--- src/rtl/display_pkg.sv ---
// Shared types and constants for the two-digit display refresh stage.
// Converter state encoding, blank code, default refresh divider, BCD adjust helper.
package display_pkg;

  typedef enum logic [1:0] {
    INACTIVO = 2'd0,
    DESPLAZA = 2'd1,
    FIN      = 2'd2
  } conv_estado_t;

  localparam logic [3:0] BLANK_BCD = 4'hF;
  localparam int DIV_10KHZ = 10000;

  function automatic logic [3:0] ajusta(
    input logic [3:0] d
  );
    return (d >= 4'd5) ? d + 4'd3 : d;
  endfunction

endpackage

--- src/rtl/conversor_bin_bcd.sv ---
// Sequential double-dabble binary to two-digit BCD converter.
// Ports: clk, rst, valor/valido in, ocupado, unidades, decenas out.
module conversor_bin_bcd
  import display_pkg::*;
#(
  parameter int ANCHO = 4
) (
  input  logic             clk,
  input  logic             rst,
  input  logic [ANCHO-1:0] valor,
  input  logic             valido,
  output logic             ocupado,
  output logic [3:0]       unidades,
  output logic [3:0]       decenas
);

  localparam int SW = ANCHO + 8;

  conv_estado_t estado, estado_sig;

  logic [SW-1:0] sr;
  logic [SW-1:0] sr_aj;
  logic [2:0]    n;
  logic          ultimo;
  logic          cargar;
  logic          desplazar;
  logic          confirmar;

  assign ultimo = (n == 3'(ANCHO - 1));

  always_ff @(posedge clk or posedge rst) begin
    if (rst) estado <= INACTIVO;
    else     estado <= estado_sig;
  end

  always_comb begin
    estado_sig = estado;
    unique case (estado)
      INACTIVO: if (valido) estado_sig = DESPLAZA;
      DESPLAZA: if (ultimo) estado_sig = FIN;
      FIN:      estado_sig = INACTIVO;
      default:  estado_sig = INACTIVO;
    endcase
  end

  always_comb begin
    cargar    = (estado == INACTIVO) && valido;
    desplazar = (estado == DESPLAZA);
    confirmar = (estado == FIN);
  end

  // BCD nibbles sit just above the binary part of the register
  always_comb begin
    sr_aj = sr;
    sr_aj[ANCHO+3:ANCHO]   = ajusta(sr[ANCHO+3:ANCHO]);
    sr_aj[ANCHO+7:ANCHO+4] = ajusta(sr[ANCHO+7:ANCHO+4]);
  end

  always_ff @(posedge clk or posedge rst) begin
    if (rst) begin
      sr       <= '0;
      n        <= '0;
      ocupado  <= 1'b0;
      unidades <= 4'd0;
      decenas  <= 4'd0;
    end else begin
      if (cargar) begin
        sr      <= {8'd0, valor};
        n       <= 3'd0;
        ocupado <= 1'b1;
      end
      if (desplazar) begin
        sr <= {sr_aj[SW-2:0], 1'b0};
        n  <= n + 3'd1;
      end
      if (confirmar) begin
        unidades <= sr[ANCHO+3:ANCHO];
        decenas  <= sr[ANCHO+7:ANCHO+4];
        ocupado  <= 1'b0;
      end
    end
  end

endmodule

--- src/rtl/refresco_display.sv ---
// Two-digit display refresh: prescaler, digit select flop, BCD digit mux.
// Ports: clk, rst, valor, valido in; ocupado, contador_actualizar, digito out.
// Optional macro REFRESCO_BLANK_CEROS_EN blanks a zero tens digit.
module refresco_display
  import display_pkg::*;
#(
  parameter int ANCHO = 4,
  parameter int DIV   = DIV_10KHZ
) (
  input  logic             clk,
  input  logic             rst,
  input  logic [ANCHO-1:0] valor,
  input  logic             valido,
  output logic             ocupado,
  output logic             contador_actualizar,
  output logic [3:0]       digito
);

  localparam int PW = (DIV > 1) ? $clog2(DIV) : 1;

  if (ANCHO < 1 || ANCHO > 6) begin : g_chk_ancho
    $error("refresco_display: ANCHO must be 1..6");
  end
  if (DIV < 2) begin : g_chk_div
    $error("refresco_display: DIV must be >= 2");
  end

  logic [PW-1:0] pre;
  logic          tick;
  logic [3:0]    unidades;
  logic [3:0]    decenas;

  assign tick = (pre == PW'(DIV - 1));

  always_ff @(posedge clk or posedge rst) begin
    if (rst) begin
      pre                 <= '0;
      contador_actualizar <= 1'b0;
    end else begin
      pre <= tick ? '0 : pre + 1'b1;
      if (tick) contador_actualizar <= ~contador_actualizar;
    end
  end

  conversor_bin_bcd #(
    .ANCHO(ANCHO)
  ) u_conv (
    .clk     (clk),
    .rst     (rst),
    .valor   (valor),
    .valido  (valido),
    .ocupado (ocupado),
    .unidades(unidades),
    .decenas (decenas)
  );

  always_comb begin
`ifdef REFRESCO_BLANK_CEROS_EN
    if (contador_actualizar)
      digito = (decenas == 4'd0) ? BLANK_BCD : decenas;
    else
      digito = unidades;
`else
    digito = contador_actualizar ? decenas : unidades;
`endif
  end

endmodule

--- config.mk ---
export PLATFORM = sky130hd
export DESIGN_NAME = refresco_display
export DESIGN_NICKNAME = d
export VERILOG_FILES = /design/src/rtl/display_pkg.sv /design/src/rtl/conversor_bin_bcd.sv /design/src/rtl/refresco_display.sv
export SDC_FILE = /design/constraint.sdc
export NUM_CORES = 1
export LEC_CHECK = 0
export ABC_AREA = 0
export CELL_PAD_IN_SITES_DETAIL_PLACEMENT = 2
export CELL_PAD_IN_SITES_GLOBAL_PLACEMENT = 2
export CORE_ASPECT_RATIO = 0.5
export CORE_MARGIN = 2
export CORE_UTILIZATION = 41
export DETAILED_ROUTE_END_ITERATION = 7
export PLACE_DENSITY_LB_ADDON = 0.1
export RECOVER_POWER = 25
export SLEW_MARGIN = 40
export SYNTH_ARGS = -nofsm -noshare
export SYNTH_HDL_FRONTEND = slang
export SYNTH_SLANG_ARGS = --single-unit
--- constraint.sdc ---
create_clock -name clk -period 2.5 [get_ports clk]
set_input_delay 0.375 -clock clk [delete_from_list [all_inputs] [get_ports clk]]
set_output_delay 0.375 -clock clk [all_outputs]
set_load 0.02 [all_outputs]
-- Yosys cells after proc, flatten, opt, wreduce, memory -nomap -nowiden
Cells that the tools add are included.
- bits in registers: 41
- bits of input ports: 7
- reductions and logical operators: 5
- bitwise logic cells: 1
- add/subtract/negate cells: 4
- multiplexer cells: 13
- eq/ne operators: 6
- magnitude comparators: 2
- operator list (kind ; number):
    12-bit 2-to-1 mux ; 2
    14-bit by 1-bit adder with 14-bit output, second input constant ; 1
    14-bit == test, second input constant ; 1
    14-bit 2-to-1 mux ; 1
    3-bit 2-to-1 mux ; 3
    4-bit by 3-bit greater-or-equal comparator with 1-bit output, second input constant ; 2
    4-bit 2-to-1 mux ; 2
    4-bit by 2-bit adder with 4-bit output, second input constant ; 1
    2-bit 2-to-1 mux ; 2
    2-bit case mux with 2 select lines ; 1
    2-bit nonzero test ; 2
    3-bit by 1-bit adder with 3-bit output, second input constant ; 1
    3-bit by 2-bit adder with 3-bit output, second input constant ; 1
    3-bit by 2-bit == test with 1-bit output, second input constant ; 1
    2-bit by 1-bit == test with 1-bit output, second input constant ; 1
    2-bit == test, second input constant ; 1
    2-bit logical NOT ; 1
    1-bit 2-to-1 mux ; 2
    2-bit by 1-bit inequality test with 1-bit output, second input constant ; 1
    2-bit inequality test, second input constant ; 1
    2-bit AND reduction ; 1
    1-bit logical AND ; 1
    1-bit NOT ; 1

-- Depth between registers and ports, before layout
Gate-level depths: netlist of the first run.
- depth after elaboration: 4
- mapped depth: 6

-- By module
A second synthesis of the first run with hierarchy kept.
- cell total of the unflattened synthesis: 187
- area total of the unflattened synthesis: 1976.9 µm²
- by module, submodules not included (module ; cells an instance ; instances ; area each (µm²)):
    conversor_bin_bcd ; 122 ; 1 ; 1244.9
    refresco_display ; 65 ; 1 ; 732.0

-- Worst setup path after synthesis of the first run
Ideal clock, no wire load.
- kind: register to register
- start: register pre[6]
- end: register pre[10]
- data arrival time: 1.598 ns
- path buffers: 0
- library setup time: 0.127 ns
- clock period less this slack: 1.725 ns
- path slack: 0.775 ns
- stages on the path, launching flop included: 5
- cells stage by stage: dfrtp_1 > or4b_4 > nor4_4 > nand2b_1 > mux2i_1
- longest elaborated chain between the ends: 2
- elaborated cells on any way between the ends: 3
- RTL lines (item ; line ; text):
    from (decl) ; refresco_display.sv:28 ; logic [PW-1:0] pre;
    from (signal assigned) ; refresco_display.sv:40 ; pre <= tick ? '0 : pre + 1'b1;
    14-bit by 1-bit adder with 14-bit output or 14-bit == test (tied branches) ; refresco_display.sv:40, refresco_display.sv:33 ;
    14-bit 2-to-1 mux * ; refresco_display.sv:40 ;
Every way passes the cells marked *; elsewhere a longest branch is shown, timed or not.
A chain may end at the register's enable or synchronous reset.

-- Final worst setup path of the first run
- start: register contador_actualizar
- end: output port digito[0]
- longest elaborated chain between the ends: 1
- RTL lines (item ; line ; text):
    from (decl) ; refresco_display.sv:15 ; output logic contador_actualizar,
    from (signal assigned) ; refresco_display.sv:41 ; if (tick) contador_actualizar <= ~contador_actualizar;
    4-bit 2-to-1 mux ; refresco_display.sv:64 ; digito = contador_actualizar ? decenas : unidades;
    to (decl) ; refresco_display.sv:16 ; output logic [3:0] digito
No other way between the ends.

==> results summary, run 1 <==
At the later pin of the worst-skew pair, clock insertion delay measures 290 ps. The sink of the worst hold path is u_conv.sr[1]. Once the floorplan was initialized, standard cells occupied 42.8% of the core. After synthesis, the largest family of logic cells by area is simple AND/OR/NAND/NOR gates.

The simple-gate share of the synthesized area is 15.7%. The launch instance of the worst min-delay path is u_conv.sr[1]. CTS saw 41 sinks. The number of antenna violations at the first check in global routing came out at 0. Cell internal power was estimated by the tool at 1.37 mW. The analysis attributes to cell leakage a power of 0.990 nW. The wire length per cell is 16.6 microns.

The total negative setup slack is 0 ps. The maximum clock frequency is 0.481 GHz. The number of I/O port buffers is 12. The placer's final routability congestion estimate came out at 0.721. The data required time at the worst endpoint came out at 2120 ps.

The final critical-path share of the clock period came out at 83.2%. The clock passes through at most 2 buffers. The overall die width came out at 100 microns.

The via count normalized by instance count is 5.33. Of the total synthesized cell area, the portion taken by full adders, half adders and majority gates is 4.63%. The final setup violation count is 0. Row generation in the floorplan step produced 17 rows. The hold-fix buffer count after cts came out at 0. The count of unique library cells instantiated by Yosys came out at 29. The switching share of total power is 36.1%. The power share of the combinational group is 34.9%. The filler cells instantiated in the layout total 462. The via count of the first global-routing pass came out at 1473. The top-level port count came out at 13. The area of the die is 5210 sq um. The min-delay analysis places its worst path in the category reg2reg. Summed over all nets, the half-perimeter wirelength after detailed placement is 2910 microns. The total length of routed wires came out at 4090 microns. The clock arrives with 5.86 ps of skew. Cells with a size suffix above 1 make up 11.1% of the layout. The total congestion overflow after global routing is 0.

Summing over every cut layer, the via total after detailed routing is 1316. In this run the critical register-to-register path is launched from pre[6]. The smallest clock period supported by the final layout is computed as 2080 ps. The worst relative slew slack is 30.8%. The worst slack at placement came out at 593 ps.

The cell sitting at the root of the clock tree is a sky130_fd_sc_hd__clkbuf_8. The clock transition at the registers of the reported paths is 80 ps. Yosys printed 0 warnings. The worst reg2reg path depth is 4. At the worst endpoint, the arrival time is 1700 ps.

The total power per unit cell area is 985 nW/um^2. The number of nets in the synthesized netlist came out at 185. The run finished with clean final reports. The area growth from synthesis to layout came out at 14.6%. The share of total power dissipated in the clock network is 19.9%.

The number of inserted diodes is 0. The setup slack on the worst flop-to-flop path is 580 ps. In this run the remaining antenna-violating nets after routing total 0. Post-CTS timing repair inserted 0 buffers for setup. The actual slew at the worst max-slew pin came out at 1040 ps.

After detailed routing, the number of remaining DRC violations is 0. The wire length of the first global-routing pass came out at 7310 microns. The number of cells on the worst hold path is 2. The number of iterations in the first detailed-routing pass is 3.

The sum of internal, switching and leakage power is 2.14 mW. Sequential cells account for 45.2% of the total power. The total core area is 4420 sq um. Setup repair after global routing left no endpoint under its margin. The top cell types in the final layout, fill and taps aside, are sky130_fd_sc_hd__dfrtp_1, sky130_fd_sc_hd__nand2_1, sky130_fd_sc_hd__o21ai_0. The final-report hold violation count is 0. The mean post-synth cell area is 11.1 sq um. The synthesis-stage register bit count came out at 41. The synthesized cell area came out at 1890 sq um. The type of the setup path with the least slack is reg2out.

For this run, the total global-route usage over all layers was measured as 18.7%. The count of max-cap constraint violations is 0. The post-cts resize count is 0. The highest ir drop seen on vdd came out at 0.000513 V. Synthesis handed over a netlist of 171 instances. The vertical die dimension came out at 52.0 microns.

The synthesized-area fraction occupied by ao, oa, aoi and oai cells is 8.27%. TritonCTS built the clock tree. The mux share of post-synthesis cell area came out at 8.00%. In this run the critical register-to-register path is captured at pre[10]. The final max-slew violation count is 0.

STA classifies the critical path endpoint as a primary output. After Yosys synthesis, XOR and XNOR cells account for 6.94% of the synthesized area. STA classifies the critical path startpoint as a flop. Leaving out fill and tap cells, the most frequent cell in the layout is sky130_fd_sc_hd__dfrtp_1.

The DRC marker count from the first detailed-route iteration came out at 9. The maximum fanout along the worst path is 6. In this run the power spent charging and discharging nets is 0.770 mW. The maximum number of pins on one net before global-route repair is 42. In the post-route analysis, the smallest setup slack over all paths is 421 ps.

The total clock buffers created by CTS came out at 5. The net count reported at finish came out at 203. CTS built an H-tree with a depth of 2. The fraction of the yosys area taken by sequential cells came out at 54.2%.
-- routing by layer --
| layer | part of all wire (%) | GRT usage (%) | vias to the layer above |
|---|---|---|---|
| li1 | - | - | 628 |
| met1 | 45 | 22.3 | 676 |
| met2 | 52 | 34.0 | 9 |
| met3 | 2.6 | 4.84 | 3 |
| met4 | 0.59 | 5.48 | 0 |
| met5 | 0 | 0 | - |
-- sequential cells by signal, indices dropped and copies added, names as in the netlist --
register	cells
u_conv.decenas	4
u_conv.estado	2
pre	14
u_conv.unidades	4
u_conv.ocupado	1
contador_actualizar	1
u_conv.n	3
u_conv.sr	12
-- power groups by stage --
stage / Combinational, mW / Sequential, mW / Clock, mW
global placement: 0.712 / 0.965 / 0
floorplan: 0.533 / 0.941 / 0
detailed placement: 0.755 / 0.981 / 0
global route: 0.846 / 0.989 / 0.467
CTS: 0.766 / 0.967 / 0.441
finish: 0.746 / 0.965 / 0.424
-- Yosys cell counts (all sizes together) --
library cell | count | area [sq um]
mux2i | 5 | 50.1
a22o | 4 | 35.0
o31ai | 1 | 7.51
and2 | 1 | 6.26
mux2 | 9 | 101
or4b | 2 | 23.8
nand2b | 4 | 25.0
and3 | 1 | 6.26
nor4 | 2 | 27.5
o22ai | 1 | 6.26
xor2 | 7 | 61.3
ha | 7 | 87.6
o21ai | 15 | 75.1
nand4 | 3 | 18.8
o21bai | 1 | 7.51
nand2 | 20 | 75.1
nor2b | 1 | 6.26
nor2 | 8 | 30.0
nand3 | 9 | 45.0
and4 | 2 | 18.8
dfrtp | 41 | 1030
inv | 8 | 30.0
clkbuf | 3 | 11.3
nor3 | 3 | 15.0
xnor2 | 8 | 70.1
a21oi | 5 | 25.0
-- logic make-up after synthesis --
group           Yosys count
compound gates           27
xor+xnor                 15
fa+ha+maj                 7
buf+inv                  11
flops                    41
mux                      14
simple gates             56
-- layout make-up --
class / count / area (sq um) / share of cell area, %
clock buffer: 6 / 72.6 / 3.35
clock inverter: 2 / 10.0 / 0.462
inverter: 8 / 30.0 / 1.39
multi-input combinational: 119 / 825 / 38.0
sequential: 41 / 1030 / 47.3
tap: 57 / 71.3 / 3.29
timing repair buffer: 14 / 133 / 6.12
-- worst max-delay path: stages, from the launching register on --
cell	delay [ps]
sky130_fd_sc_hd__dfrtp_1	500
sky130_fd_sc_hd__mux2_2	370
sky130_fd_sc_hd__clkdlybuf4s50_1	540
-- stage by stage --
stage | cell area [sq um] | hold slack, ps | instances | utilization [%]
final | 2170 | 486 | 247 | 49.0
after global routing | 2170 | 518 | 247 | 49.0
after CTS | 2170 | 491 | 247 | 49.0
after detailed placement | 2090 | 473 | 239 | 47.2
after global placement | 2090 | 459 | 239 | 47.2
after floorplan | 1890 | 444 | 171 | -
-- worst max-delay path by stage --
stage | from | cells past startpoint | end
floorplan | pre[6] | 4 | pre[10]
global placement | pre[6] | 4 | pre[10]
detailed placement | pre[6] | 4 | pre[10]
CTS | contador_actualizar | 2 | digito[0]
global route | contador_actualizar | 2 | digito[1]
finish | contador_actualizar | 2 | digito[0]
Power figures use the tool's default switching activity.
==> run 2, diff against run 1 <==
--- a/config.mk
+++ b/config.mk
@@ -10,7 +10,7 @@
 export CELL_PAD_IN_SITES_GLOBAL_PLACEMENT = 2
 export CORE_ASPECT_RATIO = 0.5
 export CORE_MARGIN = 2
-export CORE_UTILIZATION = 41
+export CORE_UTILIZATION = 38
 export DETAILED_ROUTE_END_ITERATION = 7
 export PLACE_DENSITY_LB_ADDON = 0.1
 export RECOVER_POWER = 25
==> constraint.sdc (replaced) <==
create_clock -name clk -period 2.04 [get_ports clk]
set_input_delay 0.306 -clock clk [delete_from_list [all_inputs] [get_ports clk]]
set_output_delay 0.306 -clock clk [all_outputs]
set_load 0.02 [all_outputs]
==> run 2 against run 1 <==
Against the previous run:
- design area rose by 1.3%
- core utilization fell by 3.8 points
- power rose by 23%
- sequential power rose by 22%
- die area rose by 7.4%
- critical path depth did not move
- sequential cell count did not move
- non-clock buffer count rose by 1
- clock power rose by 29%
- clock-buffer cell count rose by 1
- cell count rose by 5.3%
- critical path type unchanged
- largest power group unchanged
==> results summary, run 2 (synthesis results as in run 1) <==
The run finished with clean final reports. The net count reported at finish is 204 (+0.49%). The number of placed instances with taps included came out at 253 (+5.9%).

The final critical-path share of the clock period came out at 93.9%. The number of inserted diodes is 0 (unchanged). The data required time at the worst endpoint is 1730 ps (-390 ps).

The area growth from synthesis to layout is 16.1%. The total core area came out at 4860 sq um (+10%). The maximum number of pins on one net before global-route repair was 42 (unchanged).

The number of flip-flops in the largest register came out at 14 (unchanged). The clock skew after layout came to 5.50 ps (-0.354 ps). The wire length per cell came out at 15.1 microns (-9.0%). The total length of routed wires is 3920 microns (-4.2%). The count of antenna-violating nets left after detailed routing is 0 (unchanged).

The wire length of the first global-routing pass was 6800 microns (-7.0%). The cell family contributing the most delay on the critical path is buffers and inverters. The highest ir drop seen on vdd was 0.000443 V (-14%). The placer's final routability congestion estimate was 0.686 (-4.9%).

The DRC marker count from the first detailed-route iteration is 5 (-4). The type of the tightest min-delay check is reg2reg. The actual slew at the worst max-slew pin came out at 1030 ps (-6.52 ps). The number of antenna violations at the first check in global routing came out at 0 (unchanged). The via count of the first global-routing pass came out at 1422 (-3.5%). The remaining routing DRC violations is 0 (unchanged). The total negative setup slack is 0 ps (unchanged).

The clock period minus final worst setup slack came out at 1920 ps. The clock transition at the registers of the reported paths is 80 ps (about the same). Among all stages on the critical path, the largest delay is contributed by sky130_fd_sc_hd__clkdlybuf4s50_1.

The total clock buffers created by CTS came out at 5 (unchanged). The starting density of the core came out at 38.9% (-3.9 points). The maximum clock frequency came out at 0.522 GHz. The final non-filler cell area came out at 2200 sq um (+1.3%). The count of max-cap constraint violations is 0 (unchanged). The via count normalized by instance count is 5.00 (-6.2%). More flip-flops sit in one register than any other, and that register is pre. The number of clock sinks is 41 (unchanged).

The largest registers in the layout are pre x14, u_conv.sr x12. The HPWL reported at the end of detailed placement is 2800 microns (-3.9%). The number of H-tree levels came out at 2 (unchanged). The arrival time at the worst endpoint was 1610 ps (-90 ps).

The hold-fix buffer count after cts came out at 0 (unchanged). The worst slack at placement came out at 297 ps (-296 ps). The number of I/O port buffers came out at 12 (unchanged).

The post-route non-filler standard cell count came to 260 (+5.3%). The maximum count of clock buffers along a single path is 2 (unchanged). The total power per unit cell area came out at 1200 nW/um^2 (+22%). The vertical die dimension came to 53.9 microns (+3.6%). The number of cell rows is 18 (+1). TritonCTS built the clock tree. The type of the setup path with the least slack is reg2out. The worst stage delay on the critical path came out at 530 ps (about the same). The layout cell share with drive strength beyond 1 came to 11.6% (+0.53 points).

The critical path endpoint category is a primary output. The setup slack on the worst flop-to-flop path is 280 ps (-300 ps). The final setup violation count is 0 (unchanged). Leaving out fill and tap cells, the most frequent cell in the layout is sky130_fd_sc_hd__dfrtp_1. The maximum fanout along the worst path is 6 (unchanged).

STA classifies the critical path startpoint as a flop. The number of filler cells placed in the layout is 511 (+11%). The via count came out at 1299 (-1.3%). The area of the die came out at 5590 sq um (+7.4%).

The critical path goes through mux2_2 > clkdlybuf4s50_1. The sum of internal, switching and leakage power was 2.63 mW (+23%). Setup repair after global routing left no endpoint under its margin. The final max-slew violation count was 0 (unchanged). The tree is rooted in a sky130_fd_sc_hd__clkbuf_8.

The worst relative slew slack is 31.2% (+0.43 points). The number of iterations in the first detailed-routing pass came out at 2 (-1). The final-report hold violation count came out at 0 (unchanged). The count of buffer and inverter cells on the critical path came out at 1 (unchanged). The total congestion overflow after global routing came to 0 (unchanged). The overall global routing resource usage is 16.3% (-2.4 points).

Leaving out fill and tap cells, the most frequent cells in the layout are sky130_fd_sc_hd__dfrtp_1, sky130_fd_sc_hd__nand2_1, sky130_fd_sc_hd__o21ai_0. The overall die width came to 104 microns (+3.7%). The leakage power of the design is 0.992 nW (+0.29%). The top-level port count was 13 (unchanged). The worst setup slack after layout is 124 ps (-298 ps). The cell area after placement is 2110 sq um (+1.1%). The latest clock arrival within the worst-skew pair was 290 ps (about the same).
[run 2: cell count changes in the layout (fill, tap and decap cells not counted)]
| cell | before | now |
|---|---|---|
| sky130_fd_sc_hd__dlygate4sd3_1 | 2 | 1 |
| sky130_fd_sc_hd__clkdlybuf4s50_1 | 10 | 11 |
| sky130_fd_sc_hd__clkbuf_8 | 5 | 6 |
| sky130_fd_sc_hd__clkinv_2 | 2 | 0 |
| sky130_fd_sc_hd__dfrtp_1 | 41 | 40 |
| sky130_fd_sc_hd__dfrtp_2 | 0 | 1 |
| sky130_fd_sc_hd__buf_4 | 1 | 2 |
[run 2: path summary, 6_finish.rpt]
| check | startpoint | end | depth (start not counted) |
|---|---|---|---|
| setup / recovery | contador_actualizar | digito[2] | 2 |
| min in group asynchronous | rst | u_conv.decenas[3] | 3 |
| max in group asynchronous | rst | contador_actualizar | 3 |
| setup reg to reg | pre[6] | pre[10] | 5 |
| hold reg to reg | u_conv.sr[9] | u_conv.sr[9] | 2 |
| hold / removal | u_conv.sr[9] | u_conv.sr[9] | 2 |
[run 2: routing by layer]
layer  GRT usage (%)  up-vias  share of wire [%]
met5               0        -                  0
met3            4.36        8                2.8
li1                -      625                  -
met4            7.43        0                1.6
met1            18.9      657                 44
met2            29.8        9                 51
[run 2: report_power, final]
part	switching, mW	internal, mW
clock network	0.276	0.269
logic	0.495	0.412
registers	0.156	1.02
total	0.927	1.70
[run 2: repair_timing]
item                                    4_1_cts  5_1_grt
gates resized for setup                       0        1
setup buffers                                 0        0
endpoints found under the setup margin        0        4
[run 2: worst register-to-register path, stage by stage, from the launching register on]
cell and delay (ps):
sky130_fd_sc_hd__dfrtp_1 440, sky130_fd_sc_hd__or4b_4 570, sky130_fd_sc_hd__nor4_4 250, sky130_fd_sc_hd__buf_4 200, sky130_fd_sc_hd__nand2b_1 110, sky130_fd_sc_hd__mux2i_1 70
[run 2: area by class of cell]
type	count	area, sq um	area share [%]
timing repair buffer	15	140	6.38
multi-input combinational	119	825	37.5
tap	70	87.6	3.99
clock buffer	7	86.3	3.93
sequential	41	1030	46.8
inverter	8	30.0	1.37
[run 2: metrics by stage]
stage          hold slack (ps)  util, %
3_3_place_gp               461     43.4
2_1_floorplan              444        -
5_1_grt                    532     45.1
6_report                   489     45.1
4_1_cts                    464     45.2
3_5_place_dp               471     43.4
==> variant 1: new RTL, flow settings as in run 2 <==
`DIV_10KHZ`: 10000 -> 2500.
--- a/src/rtl/display_pkg.sv
+++ b/src/rtl/display_pkg.sv
@@ -9,7 +9,7 @@
   } conv_estado_t;
 
   localparam logic [3:0] BLANK_BCD = 4'hF;
-  localparam int DIV_10KHZ = 10000;
+  localparam int DIV_10KHZ = 2500;
 
   function automatic logic [3:0] ajusta(
     input logic [3:0] d
Formal check against the unedited RTL: no difference found for any inputs over 10 cycles, from zero or initial values and one cycle with rst high; that may be too few to reach the edited logic, so the function may still have changed.
==> variant 1 against run 2 <==
Routed wire length grew 2.6%; sequential share of layout area down 1.4 points; area after synthesis is 3.0% lower; setup slack got worse by 14 ps; final area fell by 1.9%; via count down 1.5%; cell count shrank 3.5%; sequential cell count decreased by 2; total power is 4.0% higher; first-iteration DRC count rose to 3.0 times the old value; clock power increased by 24%; highest routed layer unchanged; utilization grew 2.4 points; synthesized cell count decreased by 2.9%.
==> variant 1: results (changes against run 2) <==
- Fin nets: 198 (-2.9%)
- GP Congestion: 0.731 (+6.6%)
- Reg2Reg Setup Slack: 370 ps (+90 ps)
- Combinational power share: 33.6% (-0.9 points)
- Synth cell count leaders: 39 x dfrtp_1, 19 x nand2_1, 15 x o21ai_0
- Reg2reg end: contador_actualizar$_DFFE_PP0N_
- Initial drt markers: 15 (+10)
- Hold wc startpoint: u_conv.sr[1]$_DFFE_PP0P_
- Post-synthesis adder-cell area fraction: 4.77% (+0.14 points)
- Global-route wire length before repair: 7120 µm (+4.8%)
- Sequential share of the synthesized area: 53.2% (-1.1 points)
- DP Cell Count: 243 (-4.0%)
- Clk pwr share: 24.6% (+3.9 points)
- Area of placed instances: 2040 µm² (-3.4%)
- VDD IR max: 0.530 mV (+20%)
- Largest net degree at the start of global routing: 40 (-4.8%)
- Setup Skew: 4.48 ps (-1.03 ps)
- Leak Pwr: 0.934 nW (-5.9%)
- Via count: 1,279 (-1.5%)
- Total Routing Usage GR: 17.8% (+1.5 points)
- Outcome: finished, final reports clean
- Routed length per instance: 16.0 µm (+6.2%)
- Pint: 0.00179 W (+5.3%)
- Worst r2r src: pre[0]$_DFF_PP0_
- Synth Area in XOR/XNOR: 5.73% (-1.2 points)
- Avg Inst Size Synth: 11.1 µm² (about the same)
- Fill count: 479 (-6.3%)
- Net Count, Synth: 180 (-2.7%)
- Vias in the first global route: 1,470 (+3.4%)
- Slew headroom: 34.8% (+3.6 points)
- Compound-cell area share of the yosys netlist: 10.2% (+2.0 points)
- Worst hold slack: 486 ps (-2.78 ps)
- Share of cells above drive strength 1: 13.5% (+1.9 points)
[variant 1: cell count changes after synthesis, moves of 2 or more]
cell      before  now
clkbuf_1       3    0
xor2_1         7    5
dfrtp_1       41   39
buf_2          0    3
[variant 1: kinds of logic after synthesis]
logic type               Yosys count
adder cells (fa/ha/maj)            7
XOR/XNOR                          12
buffers and inverters             12
AND/OR/NAND/NOR                   51
flip-flops                        39
multiplexers                      14
AO/OA/AOI/OAI                     31
[variant 1: final cells by class]
| class | count | share of cell area (%) |
|---|---|---|
| Clock buffer | 6 | 3.83 |
| Clock inverter | 2 | 1.63 |
| Inverter | 9 | 1.57 |
| Multi-Input combinational cell | 115 | 37.6 |
| Sequential cell | 39 | 45.4 |
| Tap cell | 66 | 3.83 |
| Timing Repair Buffer | 14 | 6.16 |
[variant 1: worst max path at each step]
| stage | from | to | slack (ps) | cells after the start |
|---|---|---|---|---|
| floorplan | pre[0]$_DFF_PP0_ | pre[8]$_DFF_PP0_ | 630 | 5 |
| CTS | contador_actualizar$_DFFE_PP0N_ | digito[1] | 20 | 2 |
| global route | contador_actualizar$_DFFE_PP0N_ | digito[1] | 70 | 2 |
| finish | contador_actualizar$_DFFE_PP0N_ | digito[1] | 110 | 2 |
| detailed placement | contador_actualizar$_DFFE_PP0N_ | digito[1] | 350 | 2 |
| global placement | contador_actualizar$_DFFE_PP0N_ | digito[1] | 370 | 2 |
[variant 1: routing by layer]
layer | track usage, % | share of wire [%] | up-vias
li1 | - | - | 608
met1 | 21.0 | 45 | 656
met2 | 32.3 | 51 | 10
met3 | 4.76 | 2.5 | 5
met4 | 5.33 | 0.92 | 0
met5 | 0 | 0 | -
[variant 1: tightest hold or removal path, cell delays in order, from the launching register on]
cell and delay, ps:
dfrtp_1 350, nand2_1 50, o21ai_0 60
==> variant 2: new RTL, config.mk and constraints of run 2 <==
Made on the original files. Put a register stage on the output `ocupado`, with the module's reset. The value now appears one clock later. The other outputs are not delayed to match.
--- a/src/rtl/refresco_display.sv
+++ b/src/rtl/refresco_display.sv
@@ -17,6 +17,8 @@
 );
 
   localparam int PW = (DIV > 1) ? $clog2(DIV) : 1;
+
+  logic ocupado_d;
 
   if (ANCHO < 1 || ANCHO > 6) begin : g_chk_ancho
     $error("refresco_display: ANCHO must be 1..6");
@@ -49,7 +51,7 @@
     .rst     (rst),
     .valor   (valor),
     .valido  (valido),
-    .ocupado (ocupado),
+    .ocupado (ocupado_d),
     .unidades(unidades),
     .decenas (decenas)
   );
@@ -65,5 +67,13 @@
 `endif
   end
 
+  always_ff @(posedge clk or posedge rst) begin
+    if (rst) begin
+      ocupado <= '0;
+    end else begin
+      ocupado <= ocupado_d;
+    end
+  end
+
 endmodule
 
Function: changed (a bounded check fails within 4 cycles, from zero or initial values and one cycle with rst high).
==> variant 2 against run 2 <==
Sequential share of layout area grew 0.098 points; routed wire length grew 2.8%; setup slack got worse by 28 ps; sequential cell count increased by 1; count of clock-buffer cells in the layout grew 1; global-route usage shrank 0.49 points; final area grew 2.2%; total power up 4.6%; area after synthesis grew 1.3%; combinational power grew 2%; clock power rose by 13%; largest power group unchanged.
==> variant 2: results (changes against run 2) <==
- GP Congestion: 0.673 (-1.8%)
- Post_cts resized: 0 (unchanged)
- Area of placed instances: 2140 µm² (+1.2%)
- Sequential share of the synthesized area: 54.8% (+0.60 points)
- Diode count: 0 (unchanged)
- Worst-Margin Slew: 1060 ps (+26.0 ps)
- CP delay by family, top: buffers and inverters
- Ys flop type: dfrtp_1
- Clock-pin slew on the worst setup and hold paths: 80 ps (about the same)
- Share of cells above drive strength 1: 12.5% (+0.92 points)
- Clock Latency Late Sink: 280 ps
- Initial drt markers: 20 (+15)
- Fill count: 525 (+2.7%)
- CP max-delay cell: clkdlybuf4s50_1
- Biggest regs: pre: 14 flops, u_conv.sr: 12 flops
- Outcome: finished, final reports clean
- Fin nets: 205 (+0.49%)
- Hold Path Class: flip-flop to flip-flop
- Total Routing Usage GR: 15.8% (-0.49 points)
- Setup Skew: 3.91 ps (-1.59 ps)
- VDD IR max: 0.482 mV (+8.9%)
- Leak Pwr: 1.02 nW (+2.3%)
- DRT Pass-1 Iters: 2 (unchanged)
- WL final: 4030 µm (+2.8%)
- Bufs on Longest Clock Path: 2 (unchanged)
- PortBufs: 12 (unchanged)
- Ys async rst share: 100% (unchanged)
- Number of remaining DRC errors: 0 (unchanged)
- Synth cell count leaders: 42 x dfrtp_1, 20 x nand2_1, 15 x o21ai_0
- HPWL reported at the end of detailed placement: 2960 µm (+5.9%)
- Via count: 1,328 (+2.2%)
- Post-synthesis cell type count: 29 (unchanged)
- Crit-path max FO: 6 (unchanged)
- Global-route wire length before repair: 6820 µm (+0.41%)
- Net Count, Synth: 186 (+0.54%)
- Vias in the first global route: 1,401 (-1.5%)
- TritonCTS Buffers: 5 (unchanged)
- Synthesis Warnings: 0 (unchanged)
- Largest net degree at the start of global routing: 43 (+2.4%)
- Root Buffer Master: clkbuf_8
- Initial antenna violation count: 0 (unchanged)
- Synth top area cells: dfrtp_1 55%, mux2_2 5.3%, ha_1 4.6%, nand2_1 3.9%, o21ai_0 3.9%
- Post-CTS Setup Inserts: 0 (unchanged)
- Critical Path Max Stage Delay: 540 ps
- # H-tree levels: 2 (unchanged)
[variant 2: layout make-up]
cell class	count	area (µm²)	share of cell area, %
flip-flops and latches	42	1050	46.9
multi-input cells	119	825	36.7
repair buffers	15	140	6.24
clock buffers	8	110	4.91
well taps	70	87.6	3.90
inverters	8	30.0	1.34
[variant 2: per-stage QoR]
| stage | worst slack [ps] | cells | total power (W) |
|---|---|---|---|
| floorplan | 315 | 172 | 0.00183 |
| global placement | 334 | 254 | 0.00208 |
| detailed placement | 284 | 254 | 0.00217 |
| CTS | 0.609 | 262 | 0.00280 |
| global route | 38.5 | 262 | 0.00296 |
| finish | 95.1 | 262 | 0.00275 |
[variant 2: logic make-up (layout without fill, tap and decap cells)]
group,Yosys count,in the layout,synth area share [%]
adder cells (fa/ha/maj),7,7,4.57
buffers and inverters,11,31,2.15
XOR/XNOR,15,15,6.85
AO/OA/AOI/OAI,27,27,8.16
flip-flops,42,42,54.8
AND/OR/NAND/NOR,56,56,15.5
multiplexers,14,14,7.90
[variant 2: final timing paths]
| kind | start | to | slack [ps] | depth (start not counted) |
|---|---|---|---|---|
| worst max-delay path | contador_actualizar$_DFFE_PP0N_ | digito[0] | 100 | 2 |
| worst min-delay path | u_conv.ocupado$_DFFE_PP0P_ | ocupado$_DFF_PP0_ | 390 | 0 |
| worst max register to register | pre[6]$_DFF_PP0_ | pre[10]$_DFF_PP0_ | 280 | 5 |
| worst min register to register | u_conv.ocupado$_DFFE_PP0P_ | ocupado$_DFF_PP0_ | 390 | 0 |
| max in group asynchronous | rst | contador_actualizar$_DFFE_PP0N_ | 540 | 3 |
| min in group asynchronous | rst | pre[0]$_DFF_PP0_ | 790 | 3 |
[variant 2: worst reg2reg max path, stage by stage, from the launching register on]
cell,delay [ps]
dfrtp_1,440
or4b_4,570
nor4_4,260
buf_4,200
nand2b_1,110
mux2i_1,70
[variant 2: report_power, final]
part	switching, W	internal, W	total (W)
Combinational	0.000508	0.000415	0.000923
Clock	0.000274	0.000342	0.000616
Sequential	0.000163	0.00105	0.00121
[variant 2: per-layer routing]
layer,wire length (µm),track usage [%],vias to the layer above
li1,-,-,633
met1,1850,18.8,679
met2,2060,30.1,12
met3,101,4.29,4
met4,21,3.38,0
met5,0,0,-
